## src/rtl/issue_queue.sv

```systemverilog
// Purpose : age-ordered, compacting issue queue with a 64-entry phyReg ready
//           scoreboard, wakeup broadcast and oldest-ready-first selection.
// Ports   : CLK/RESET (async active-low); FREEZE stall; entry_IN + do_write_ISSQUEUE
//           write; mispredict/flush_fCOM flush; wakeup_valid_IN/wakeup_phyReg_IN
//           broadcast; exec_ready_IN; issue_entry_OUT/issue_valid_OUT (registered);
//           full_ISSQUEUE, empty_ISSQUEUE, overflow_OUT, count_OUT.
// Latency : a write at edge E is selectable in cycle E+1 and appears on issue_entry_OUT
//           after edge E+1 at the earliest. A write to a full queue is dropped unless
//           an issue frees a slot on the same edge; a dropped write sets overflow_OUT.
// Option  : define ISSQ_WAKEUP_BYPASS_EN to let a wakeup count as ready for
//           selection in the same cycle it is broadcast.
module issue_queue #(
    parameter int DEPTH            = 8,
    parameter int ISSUE_ENTRY_SIZE = 192
) (
    input  logic                        CLK,
    input  logic                        RESET,
    input  logic                        FREEZE,
    input  logic [ISSUE_ENTRY_SIZE-1:0] entry_IN,
    input  logic                        do_write_ISSQUEUE,
    input  logic                        mispredict,
    input  logic                        flush_fCOM,
    input  logic                        wakeup_valid_IN,
    input  logic [5:0]                  wakeup_phyReg_IN,
    input  logic                        exec_ready_IN,
    output logic [ISSUE_ENTRY_SIZE-1:0] issue_entry_OUT,
    output logic                        issue_valid_OUT,
    output logic                        full_ISSQUEUE,
    output logic                        empty_ISSQUEUE,
    output logic                        overflow_OUT,
    output logic [$clog2(DEPTH):0]      count_OUT
);
    localparam int CW = $clog2(DEPTH) + 1;

    logic [ISSUE_ENTRY_SIZE-1:0] slots_q [DEPTH];
    logic [CW-1:0]               count_q;
    logic [63:0]                 sb_q;

    logic [ISSUE_ENTRY_SIZE-1:0] upd      [DEPTH];
    logic [ISSUE_ENTRY_SIZE-1:0] nxt      [DEPTH];
    logic [ISSUE_ENTRY_SIZE-1:0] new_entry;
    logic [ISSUE_ENTRY_SIZE-1:0] iss_entry;
    logic [DEPTH-1:0]            occ;
    logic [DEPTH-1:0]            rdy;
    logic [CW-1:0]               sel;
    logic [CW-1:0]               tail;
    logic [CW-1:0]               count_nxt;
    logic [63:0]                 sb_nxt;
    logic                        flush;
    logic                        found;
    logic                        issue;
    logic                        wr_try;
    logic                        wr_acc;

    always_comb begin
        flush     = mispredict | flush_fCOM;
        found     = 1'b0;
        sel       = '0;
        iss_entry = '0;
        occ       = '0;
        rdy       = '0;

        // Apply this cycle's wakeup to every occupied slot.
        for (int i = 0; i < DEPTH; i++) begin
            occ[i] = CW'(i) < count_q;
            upd[i] = slots_q[i];
            if (occ[i] && wakeup_valid_IN && slots_q[i][166:161] == wakeup_phyReg_IN)
                upd[i][160] = 1'b1;
            if (occ[i] && wakeup_valid_IN && slots_q[i][173:168] == wakeup_phyReg_IN)
                upd[i][167] = 1'b1;
`ifdef ISSQ_WAKEUP_BYPASS_EN
            rdy[i] = occ[i] & upd[i][160] & upd[i][167];
`else
            rdy[i] = occ[i] & slots_q[i][160] & slots_q[i][167];
`endif
        end

        // Oldest ready entry wins; slot 0 is the oldest.
        for (int i = DEPTH - 1; i >= 0; i--) begin
            if (rdy[i]) begin
                found = 1'b1;
                sel   = CW'(i);
            end
        end
        for (int i = 0; i < DEPTH; i++) begin
            if (CW'(i) == sel)
                iss_entry = upd[i];
        end
        iss_entry[180] = 1'b1;

        issue  = found & exec_ready_IN & ~FREEZE & ~flush;
        wr_try = do_write_ISSQUEUE & ~FREEZE & ~flush;
        wr_acc = wr_try & ((count_q != CW'(DEPTH)) | issue);

        // Incoming operands may already be ready through the scoreboard or a
        // wakeup landing on the same edge.
        new_entry = entry_IN;
        if (sb_q[entry_IN[166:161]] || (wakeup_valid_IN && wakeup_phyReg_IN == entry_IN[166:161]))
            new_entry[160] = 1'b1;
        if (sb_q[entry_IN[173:168]] || (wakeup_valid_IN && wakeup_phyReg_IN == entry_IN[173:168]))
            new_entry[167] = 1'b1;

        // Compaction: everything above the issued slot moves down one.
        for (int i = 0; i < DEPTH - 1; i++) begin
            nxt[i] = (issue && CW'(i) >= sel) ? upd[i+1] : upd[i];
        end
        nxt[DEPTH-1] = issue ? '0 : upd[DEPTH-1];

        tail = count_q - CW'(issue);
        for (int i = 0; i < DEPTH; i++) begin
            if (wr_acc && tail == CW'(i))
                nxt[i] = new_entry;
        end
        count_nxt = tail + CW'(wr_acc);

        // Newly allocated dest is not ready even if its old producer wakes now.
        sb_nxt = sb_q;
        if (wakeup_valid_IN)
            sb_nxt[wakeup_phyReg_IN] = 1'b1;
        if (wr_acc)
            sb_nxt[entry_IN[179:174]] = 1'b0;
        sb_nxt[0] = 1'b1;
    end

    always_ff @(posedge CLK or negedge RESET) begin
        if (!RESET) begin
            for (int i = 0; i < DEPTH; i++)
                slots_q[i] <= '0;
            count_q         <= '0;
            sb_q            <= 64'h1;
            overflow_OUT    <= 1'b0;
            issue_entry_OUT <= '0;
            issue_valid_OUT <= 1'b0;
        end else begin
            sb_q <= sb_nxt;
            if (flush) begin
                for (int i = 0; i < DEPTH; i++)
                    slots_q[i] <= '0;
                count_q         <= '0;
                overflow_OUT    <= 1'b0;
                issue_entry_OUT <= '0;
                issue_valid_OUT <= 1'b0;
            end else begin
                for (int i = 0; i < DEPTH; i++)
                    slots_q[i] <= nxt[i];
                count_q         <= count_nxt;
                overflow_OUT    <= overflow_OUT | (wr_try & ~wr_acc);
                issue_entry_OUT <= issue ? iss_entry : '0;
                issue_valid_OUT <= issue;
            end
        end
    end

    assign full_ISSQUEUE  = (count_q == CW'(DEPTH));
    assign empty_ISSQUEUE = (count_q == '0);
    assign count_OUT      = count_q;

endmodule

```

## config.mk

```make
export PLATFORM = sky130hd
export DESIGN_NAME = issue_queue
export DESIGN_NICKNAME = d
export VERILOG_FILES = /design/src/rtl/issue_queue.sv
export SDC_FILE = /design/constraint.sdc
export NUM_CORES = 2
export LEC_CHECK = 0
export CAP_MARGIN = 20
export CORE_ASPECT_RATIO = 1.1
export CORE_UTILIZATION = 45
export DETAILED_ROUTE_END_ITERATION = 6
export REMOVE_ABC_BUFFERS = 1
export SYNTH_ARGS = -nofsm -noshare
export SYNTH_HDL_FRONTEND = slang
export SYNTH_SLANG_ARGS = --single-unit
```

## constraint.sdc

```tcl
create_clock -name CLK -period 10.35 [get_ports CLK]
set_clock_uncertainty 0.2 [all_clocks]
set_input_delay 1.035 -clock CLK [delete_from_list [all_inputs] [get_ports CLK]]
set_output_delay 1.035 -clock CLK [all_outputs]
set_load 0.05 [all_outputs]
```

==> run summary <==
The count of endpoints failing hold in the final timing report is 0. The number of enable flip-flop cells after synthesis works out to 0. The count of synthesis-stage warnings from yosys was 0; the total CTS buffers was 197.

Fill cell instance count of the final layout: 18810. The largest net degree at the start of global routing was 247; the static leakage was 0.04525 uW. After synthesis the cells add up to 93100 sq um. The global-route wire length before repair was 545000 um.

Final count of pins violating max slew: 0. The half-perimeter wire length after detailed placement was 177500 um; the routability congestion estimate was 0.8706. Setup total negative slack on the finished layout was measured at 0 ps. Clock tree synthesis found a total of 1788 sinks.

The finished layout holds 13450 standard cells, fillers aside. The height of the die is 479.0 um, and the number of global-route vias before repair is 85350. The run gives 73 as the number of distinct standard cells referenced by the synthesized netlist. The core footprint was 204900 sq um; the total number of H-tree levels was 4. The worst path uses 70.01% of the clock period. For the pin with the worst max-slew slack, the measured transition is 1297 ps. Critical hold path startpoint: overflow_OUT. The post-route netlist has 5.279% of its cells at a drive strength greater than 1. The top cell type by area accounts for 48.06% of the synthesized area. In this run the cell area measured after placement is 97710 sq um. The critical path in this run is classified as flop to flop.

The logs give 88550 for the via count and 7730 ps for the arrival time at the worst endpoint. In this run the post-CTS setup repair buffer count came out at 0. The post-route DRC violation count was 0; the number of I/O port buffers was 404.

CTS placed an instance of clkbuf_16 at the clock tree root. The top-level I/O count was 406; the post-synthesis async set-or-reset flop share was 100.0%. The run gives 10830 ps as the required time reported for the critical path endpoint. Dividing total power by cell area gives a power density of 146.6 nW/um^2. The final layout contains 10730 nets. The area growth from synthesis to layout is 12.42%. The initialized floorplan defines 174 standard-cell rows. Setup repair after global routing left no endpoint under its margin.

The clock period minus final worst setup slack is 7246 ps, and the post-detailed-route count of antenna-violating nets is 0. Setup violations remaining at the end of the flow were counted as 0. The overall global routing resource usage was 33.86%; the die span in x was 435.7 um. The run gives 208700 sq um as the total die area.

The clock tree buffer depth is 3, and the mean post-synth cell area is 8.550 sq um. Dividing the detail-routed wire length by the instance count gives 27.14 um. After synthesis, flip-flops and latches occupy 48.06% of the total area. For the final core utilization, the log shows 51.09%.

The clock reaches the later pin of the worst-skew pair after 880 ps. VDD sags by at most 0.2041 mV. Effective utilization at floorplan: 45.44%.

The largest total area in the synthesized netlist belongs to dfrtp_1. The final routed wirelength across all metal layers was 364900 um; the max-capacitance violation count was 0. Of all nets on the critical path, the largest fanout is 74. The most used flip-flop cell after synthesis is dfrtp_1. The worst setup path is launched from a flop. Tracing the worst setup path back leads to its startpoint at count_OUT[2]. The min-delay analysis places its worst path in the category flop to flop. The clock slew at the register clock pins of the worst setup and hold paths is 70 ps.

The library cell used most frequently in the layout, excluding fill and tap cells, is nand2_1. The run gives 0 as the overflow left after global routing. Initial antenna violation count: 56. The library cells used most frequently in the layout, excluding fill and tap cells, are nand2_1 (2156), dfrtp_1 (1788), a21oi_1 (898), nor2_1 (865), a31oi_1 (680). Derived from the worst setup path, the maximum achievable clock frequency is 138.0 MHz. The run gives 12030 as the first-iteration detailed-routing DRC count. The critical path endpoint category was a flop. The tools report the number of standard cells after synthesis as 10890.

TritonCTS built the clock tree. Post-synthesis register bit count: 1788. Sorting the synthesized cells by area gives the leading types as dfrtp_1 (48%), nand2_1 (8.7%), a21oi_1 (4.9%). The run finished with clean final reports. In this run, placement finished with an instance count of 13050. The summed area of non-filler cells in the final layout came out at 104700 sq um. For the final worst hold slack, the log shows 318.8 ps. The launching point of the worst reg2reg path was count_OUT[2]. The count of cells resized by post-cts repair is 0, and the relative slew slack is 13.50%. The first-pass detailed-route iteration total is 6. In the routed layout, each cell is associated on average with a via count of 6.585. For the hold-fix buffer count after cts, the log shows 1.
per-layer routing:
metal  track usage [%]  share of wire [%]  up-vias
met4             15.45                4.3       24
met5                 0              0.040        -
met2             53.15                 46     5344
li1                  -                  -    38350
met3             6.298                9.9     1009
met1             45.43                 40    43830
critical path, cell delays in order, from the launching register on:
cell and delay, ps:
dfrtp_1 590, or4_1 810, a21oi_4 200, buf_4 590
nand4_1 350, nand2_4 570, inv_1 100, ha_1 220
nand2_1 70, xor2_1 770, nand2_1 170, or4b_4 920
buf_4 530, buf_4 490, o2111ai_1 210, o21ai_0 120
cells in the mapped netlist, types with 4 or more instances:
cell,n
nor2b_1,7
nor4_1,98
buf_1,50
and3_1,562
o211ai_1,5
nor2_1,871
o21ai_1,252
a211oi_1,278
and2_1,11
nand2_1,2164
a41o_1,5
mux4_2,28
o2111ai_1,6
nor3b_1,10
xnor2_1,42
inv_1,12
a221oi_1,188
o31a_1,6
buf_6,20
o221ai_1,91
a311oi_1,183
nand4_1,6
a31oi_1,681
xor2_1,69
buf_2,273
nand3b_1,4
nand2b_1,4
a311oi_2,10
a41oi_1,10
nand3_1,303
o21a_1,88
a21oi_1,905
clkbuf_1,742
buf_4,35
dfrtp_1,1788
mux2i_1,306
ha_1,4
o21ai_0,628
o22ai_1,82
nor3_1,13
area by class of cell:
type / instances / area, sq um / share of cell area [%]
Sequential cell: 1788 / 44740 / 42.75
Multi-Input combinational cell: 7966 / 43820 / 41.87
Clock buffer: 289 / 5858 / 5.597
Timing Repair Buffer: 557 / 5758 / 5.502
Tap cell: 2728 / 3413 / 3.261
Clock inverter: 70 / 924.6 / 0.8835
Antenna cell: 36 / 90.09 / 0.08608
Inverter: 13 / 51.30 / 0.04902
path summary, 6_finish.rpt:
kind	depth (start not counted)	end	slack, ps
hold reg to reg	2	overflow_OUT	320
hold / removal	2	overflow_OUT	320
setup reg to reg	15	slots_q[1312]	3100
max in group asynchronous	4	issue_entry_OUT[151]	6810
setup / recovery	15	slots_q[1312]	3100
min in group asynchronous	2	slots_q[1421]	650
registers in the layout (all words and copies together) (netlist names):
| signal | count |
|---|---|
| slots_q | 1528 |
| issue_entry_OUT | 192 |
| sb_q | 63 |
| count_OUT | 4 |
| overflow_OUT | 1 |
logic make-up (layout without fill, tap and decap cells):
group | count (synthesis) | in the layout | share of synthesized area (%)
DFF | 1788 | 1788 | 48.06
and+or+nand+nor | 4073 | 4073 | 18.88
adders and majority gates | 4 | 4 | 0.05376
other | 0 | 36 | 0
AOI/OAI and AO/OA | 3443 | 3443 | 22.73
xor gates and xnor gates | 111 | 111 | 1.044
buffers and inverters | 1135 | 929 | 5.251
muxes | 335 | 335 | 3.980
metrics by stage:
stage | total power (uW) | worst slack (ps)
global placement | 7973 | 3390
CTS | 15420 | 3194
floorplan | 7658 | -49120
global route | 15780 | 2775
finish | 15340 | 3104
detailed placement | 7993 | 3246
power by group:
group	total (uW)	switching (uW)	leakage (uW)	internal, uW
registers	7090	44.6	0.0249	7050
clock network	7460	3140	0.00334	4320
logic	786	550	0.0170	236
total	15300	3730	0.0453	11600
Power figures use the tool's default switching activity.
